## src/rtl/cb_rr_write_arbiter_pkg.sv

```systemverilog
// Shared sizing helpers and defaults for the circular-buffer write-side blocks.
package cb_pkg;

    localparam int unsigned CB_DEFAULT_DEPTH = 8;

    function automatic int unsigned cb_cnt_w(input int unsigned depth);
        return unsigned'($clog2(depth + 1));
    endfunction

    function automatic int unsigned cb_id_w(input int unsigned n);
        return (n <= 2) ? 1 : unsigned'($clog2(n));
    endfunction

endpackage

```

## src/rtl/cb_rr_write_arbiter_rr_pick.sv

```systemverilog
// Combinational round-robin picker: first set request at or after ptr, wrapping modulo N.
module rr_pick
    import cb_pkg::*;
#(
    parameter  int unsigned N  = 4,
    localparam int unsigned IW = cb_id_w(N)
) (
    input  logic [N-1:0]  req,
    input  logic [IW-1:0] ptr,
    output logic [N-1:0]  gnt_onehot,
    output logic [IW-1:0] gnt_idx,
    output logic          any
);

    logic [IW:0]   sum;
    logic [IW-1:0] pos;

    // Wider sum so the modulo wrap also works when N is not a power of two.
    always_comb begin
        any        = 1'b0;
        gnt_idx    = '0;
        gnt_onehot = '0;
        sum        = '0;
        pos        = '0;
        for (int unsigned k = 0; k < N; k++) begin
            sum = {1'b0, ptr} + (IW + 1)'(k);
            if (sum >= (IW + 1)'(N)) begin
                sum = sum - (IW + 1)'(N);
            end
            pos = sum[IW-1:0];
            if (!any && req[pos]) begin
                any     = 1'b1;
                gnt_idx = pos;
            end
        end
        gnt_onehot[gnt_idx] = any;
    end

endmodule

```

## src/rtl/cb_rr_write_arbiter.sv

```systemverilog
// Round-robin arbiter sharing one circular_buffer write port among NUM_REQ producers,
// with a conservative credit counter that keeps producers from overfilling the buffer.
module cb_rr_write_arbiter
    import cb_pkg::*;
#(
    parameter  type         T       = logic [31:0],
    parameter  int unsigned DEPTH   = CB_DEFAULT_DEPTH,
    parameter  int unsigned NUM_REQ = 4,
    localparam int unsigned ID_W    = cb_id_w(NUM_REQ),
    localparam int unsigned CNT_W   = cb_cnt_w(DEPTH)
) (
    input  logic               clk,
    input  logic               rst_n,
    input  logic [NUM_REQ-1:0] req_valid,
    input  T                   req_data [NUM_REQ],
    output logic [NUM_REQ-1:0] req_ready,
    input  logic               pause,
    output logic               cb_write_en,
    output T                   cb_write_data,
    output logic [ID_W-1:0]    grant_id,
    input  logic               cb_read_en,
    input  logic               cb_empty,
    input  logic               cb_full,
    output logic [CNT_W-1:0]   occupancy
);

    logic [ID_W-1:0]    rr_ptr;
    logic [NUM_REQ-1:0] gnt_onehot;
    logic [ID_W-1:0]    gnt_idx;
    logic               any;
    logic               avail;
    logic               push;
    logic               pop;

    rr_pick #(
        .N (NUM_REQ)
    ) u_pick (
        .req        (req_valid),
        .ptr        (rr_ptr),
        .gnt_onehot (gnt_onehot),
        .gnt_idx    (gnt_idx),
        .any        (any)
    );

    // A pop in the full cycle does not free a credit until the next cycle.
    always_comb begin
        avail     = (occupancy < CNT_W'(DEPTH)) && !pause && rst_n;
        req_ready = avail ? gnt_onehot : '0;
        push      = avail && any;
        pop       = cb_read_en && !cb_empty;
    end

    always_ff @(posedge clk or negedge rst_n) begin
        if (!rst_n) begin
            cb_write_en   <= 1'b0;
            cb_write_data <= '0;
            grant_id      <= '0;
            rr_ptr        <= '0;
            occupancy     <= '0;
        end else begin
            cb_write_en <= push;
            if (push) begin
                cb_write_data <= req_data[gnt_idx];
                grant_id      <= gnt_idx;
                rr_ptr        <= (gnt_idx == ID_W'(NUM_REQ - 1)) ? '0 : gnt_idx + ID_W'(1);
            end
            case ({push, pop})
                2'b10:   occupancy <= occupancy + CNT_W'(1);
                2'b01:   occupancy <= occupancy - CNT_W'(1);
                default: occupancy <= occupancy;
            endcase
        end
    end

    a_occ_bound : assert property (@(posedge clk) disable iff (!rst_n)
        occupancy <= CNT_W'(DEPTH))
        else $error("occupancy above DEPTH");

    a_write_full : assert property (@(posedge clk) disable iff (!rst_n)
        !(cb_write_en && cb_full))
        else $error("write issued into full buffer");

    a_ready_onehot : assert property (@(posedge clk) disable iff (!rst_n)
        $countones(req_ready) <= 1)
        else $error("more than one req_ready set");

endmodule
```

## config.mk

```make
export PLATFORM = sky130hd
export DESIGN_NAME = cb_rr_write_arbiter
export DESIGN_NICKNAME = d
export VERILOG_FILES = /design/src/rtl/cb_rr_write_arbiter_pkg.sv /design/src/rtl/cb_rr_write_arbiter_rr_pick.sv /design/src/rtl/cb_rr_write_arbiter.sv
export SDC_FILE = /design/constraint.sdc
export NUM_CORES = 1
export LEC_CHECK = 0
export BUFFER_PORTS_ARGS = -buffer_cell sky130_fd_sc_hd__buf_2
export CAP_MARGIN = 20
export CELL_PAD_IN_SITES_DETAIL_PLACEMENT = 0
export CELL_PAD_IN_SITES_GLOBAL_PLACEMENT = 1
export CORE_UTILIZATION = 32
export CTS_CLUSTER_DIAMETER = 40
export CTS_CLUSTER_SIZE = 24
export DETAILED_ROUTE_END_ITERATION = 12
export PLACE_DENSITY = 0.86
export SLEW_MARGIN = 30
export SYNTH_ARGS = -nofsm -noshare
export SYNTH_HDL_FRONTEND = slang
export SYNTH_SLANG_ARGS = --single-unit
```

## constraint.sdc

```tcl
create_clock -name clk -period 3.8 [get_ports clk]
set_clock_uncertainty 0.05 [all_clocks]
set_input_delay 0.57 -clock clk [delete_from_list [all_inputs] [get_ports clk]]
set_output_delay 0.57 -clock clk [all_outputs]
set_load 0.05 [all_outputs]
```

==> impl_metrics.toml <==
[critical_path]
timing.setup.critical_path_class = "input port to output port"
crit_path_cell_trace = "buf_2 -> or2_1 -> o311ai_4 -> buf_4 -> inv_2 -> and2_1 -> buf_2"
timing.critical_path.from_type = "input port"
worst-path-max-fanout = 21
crit_arrival_ns = 2.08
setup.worst_path.end_class = "output port"
critPathSlowestCell = "or2_1"
max_stage_delay_ns = 0.30
path_common_cell = "buf_2"
timing.critical_path.buf_inv = 4
timing.critical_path.required_ns = 3.18
critical_path.top_delay_family = "buffers and inverters"

[status]
run_status = "completed"

[sta]
postLayoutSetupSlackWorst_ns = 1.10
worst_slew_pin_slew_ns = 0.652
fmax_ghz = 0.370
final_period_minus_worst_setup_slack_ns = 2.70
final_hold_viol_count = 0
slew_headroom_pct = 56.4
unrepaired_setup_endpoints_after_global_routing = "no"
whs_ns = 0.360
finalMaxSlewViolations = 0
finalSetupViolCount = 0
fin_crit_sh_pct = 71.1
timing.setup.tns_ns = 0

[logic_synthesis]
ys_warn_count = 0
synth_nets = 386
syn_inst = 241
number_of_enable_flip_flop_cells_after_synthesis = 0
yosys_most_used_dff = "dfrtp_1"
synthDistinctLibCells = 33
mappedNetlistArea_um2 = 2620
synth_seq_area_share_pct = 39.2
post_synth.cell_area_avg_um2 = 10.9
postSynthRegisterBits = 41
ys_async_sr_fraction_pct = 100

[final_layout]
finalCoreUtilization_pct = 46.8
areaGrowthSynthToFinish_pct = 39.9
antenna-diode-count = 0
postLayoutCellArea_um2 = 3660
fin_cells = 517
net_count_of_the_finished_layout = 560
drive_above_1_share_pct = 48.2

[power]
p_leak_nw = 2.09
p_total_mw = 2.84
cellPowerDensity_nw_per_um2 = 776
power.ir.vdd_worst_mv = 0.449

[die]
die-area_um2 = 8540
placementRows = 32
die_width_um = 92.4
die_h_um = 92.4
ios = 181
initial_core_util_pct = 33.5
fp.coreArea_um2 = 7810

[drt]
detail_route.first_pass.iterations = 4
viasPerCell = 4.83
routed_wirelength_mm = 6.95
drtIter0Drc = 66
ant_nets = 0
detail_route.wl_per_cell_um = 13.4
routed-via-count = 2496
number_of_drc_violations_after_detailed_routing = 0

[global_routing]
antenna_found_initial = 0
via_count_of_the_first_global_routing_pass = 2424
grt_max_degree = 42
grt_overflow_total = 0
grt_first_pass_wirelength_mm = 11.1
grt_usage_pct = 16.0

[run]
timing.max_cap.violations = 0

[cts]
path_clk_slew_ns = 0.09
clock_sink_count = 41
ctsResizeCount = 0
cts.repair_timing.setup_buffer_count = 0
clock_root_buffer = "clkbuf_8"
number_of_h_tree_branching_levels = 2
cts-buffers-inserted = 5
cts_max_path_buffers = 2
clk-insertion-delay-late_ns = 0.29
clock_tree_from_tritoncts = "built"
cts_hold_repair.buffers = 0

[placement]
portBuffers = 179
hpwlAfterDp_mm = 5.35
placedInstanceArea_um2 = 3550
gp_routability_congestion = 0.776
placed_cells_incl_taps = 510
preCtsSetupSlack_ns = 1.02

[hold_path]
worst_min_delay_path_class = "input port to async pin"
[final cells by class]
type,instances,area [um^2]
clock buffers,5,68.8
clock inverters,2,35.0
fillers,795,4150
inverters,4,15.0
multi-input cells,179,1450
flip-flops and latches,41,1030
well taps,102,128
repair buffers,184,933
[cell usage after synthesis (all sizes together), types with 2 or more instances]
library cell / count / area [um^2]
a211oi: 2 / 15.0
o221ai: 32 / 280
and2: 4 / 25.0
nor2b: 4 / 27.5
nand2: 40 / 155
dfrtp: 41 / 1030
nor2: 3 / 11.3
ha: 7 / 87.6
mux2i: 64 / 641
buf: 17 / 141
o21ai: 3 / 15.0
a21oi: 3 / 15.0
mux2: 2 / 22.5
xor2: 4 / 35.0
inv: 4 / 15.0
[cell usage in the layout, fill, tap and decap left out, drive strengths merged, types with 3 or more instances in the layout]
cell type	synthesis	routed
nor2	3	3
dfrtp	41	41
o21ai	3	3
buf	17	184
xor2	4	4
and2	4	4
ha	7	7
mux2i	64	64
o221ai	32	32
a21oi	3	3
nor2b	4	4
clkbuf	0	5
inv	4	4
nand2	40	40
[worst paths after layout]
kind / startpoint / endpoint / slack [ns] / cells after the start
worst max-delay path: req_valid[1] / req_ready[3] / 1.10 / 7
worst min-delay path: rst_n / grant_id[1] / 0.36 / 2
max in group asynchronous: rst_n / cb_write_data[2] / 2.95 / 2
worst min register to register: grant_id[1] / grant_id[1] / 0.43 / 2
min in group clk: grant_id[1] / grant_id[1] / 0.43 / 2
worst max register to register: occupancy[3] / occupancy[2] / 1.55 / 10
[power by group]
| group | internal (mW) | leakage (nW) | switching [mW] |
|---|---|---|---|
| clock | 0.191 | 0.0540 | 0.146 |
| sequential | 0.635 | 0.512 | 0.130 |
| combinational | 0.548 | 1.52 | 1.19 |
| total | 1.37 | 2.09 | 1.47 |
[cell families after synthesis]
| family | count (synthesis) | share of synthesized area, % |
|---|---|---|
| compound gates | 47 | 15.0 |
| xor+xnor | 5 | 1.67 |
| fa+ha+maj | 7 | 3.35 |
| buf+inv | 21 | 5.98 |
| flops | 41 | 39.2 |
| mux | 66 | 25.4 |
| simple gates | 54 | 9.43 |
[routing by layer]
layer  vias to the layer above  wire (um)  track usage, %
met4                         0         70            4.30
met2                       103       3530            29.5
met3                         6        444            2.96
met5                         -          0               0
li1                       1246          -               -
met1                      1141       2910            18.8
[registers in the layout (all words and copies together) (netlist names)]
signal         count
cb_write_data     32
rr_ptr             2
occupancy          4
cb_write_en        1
grant_id           2
Power figures use the tool's default switching activity.
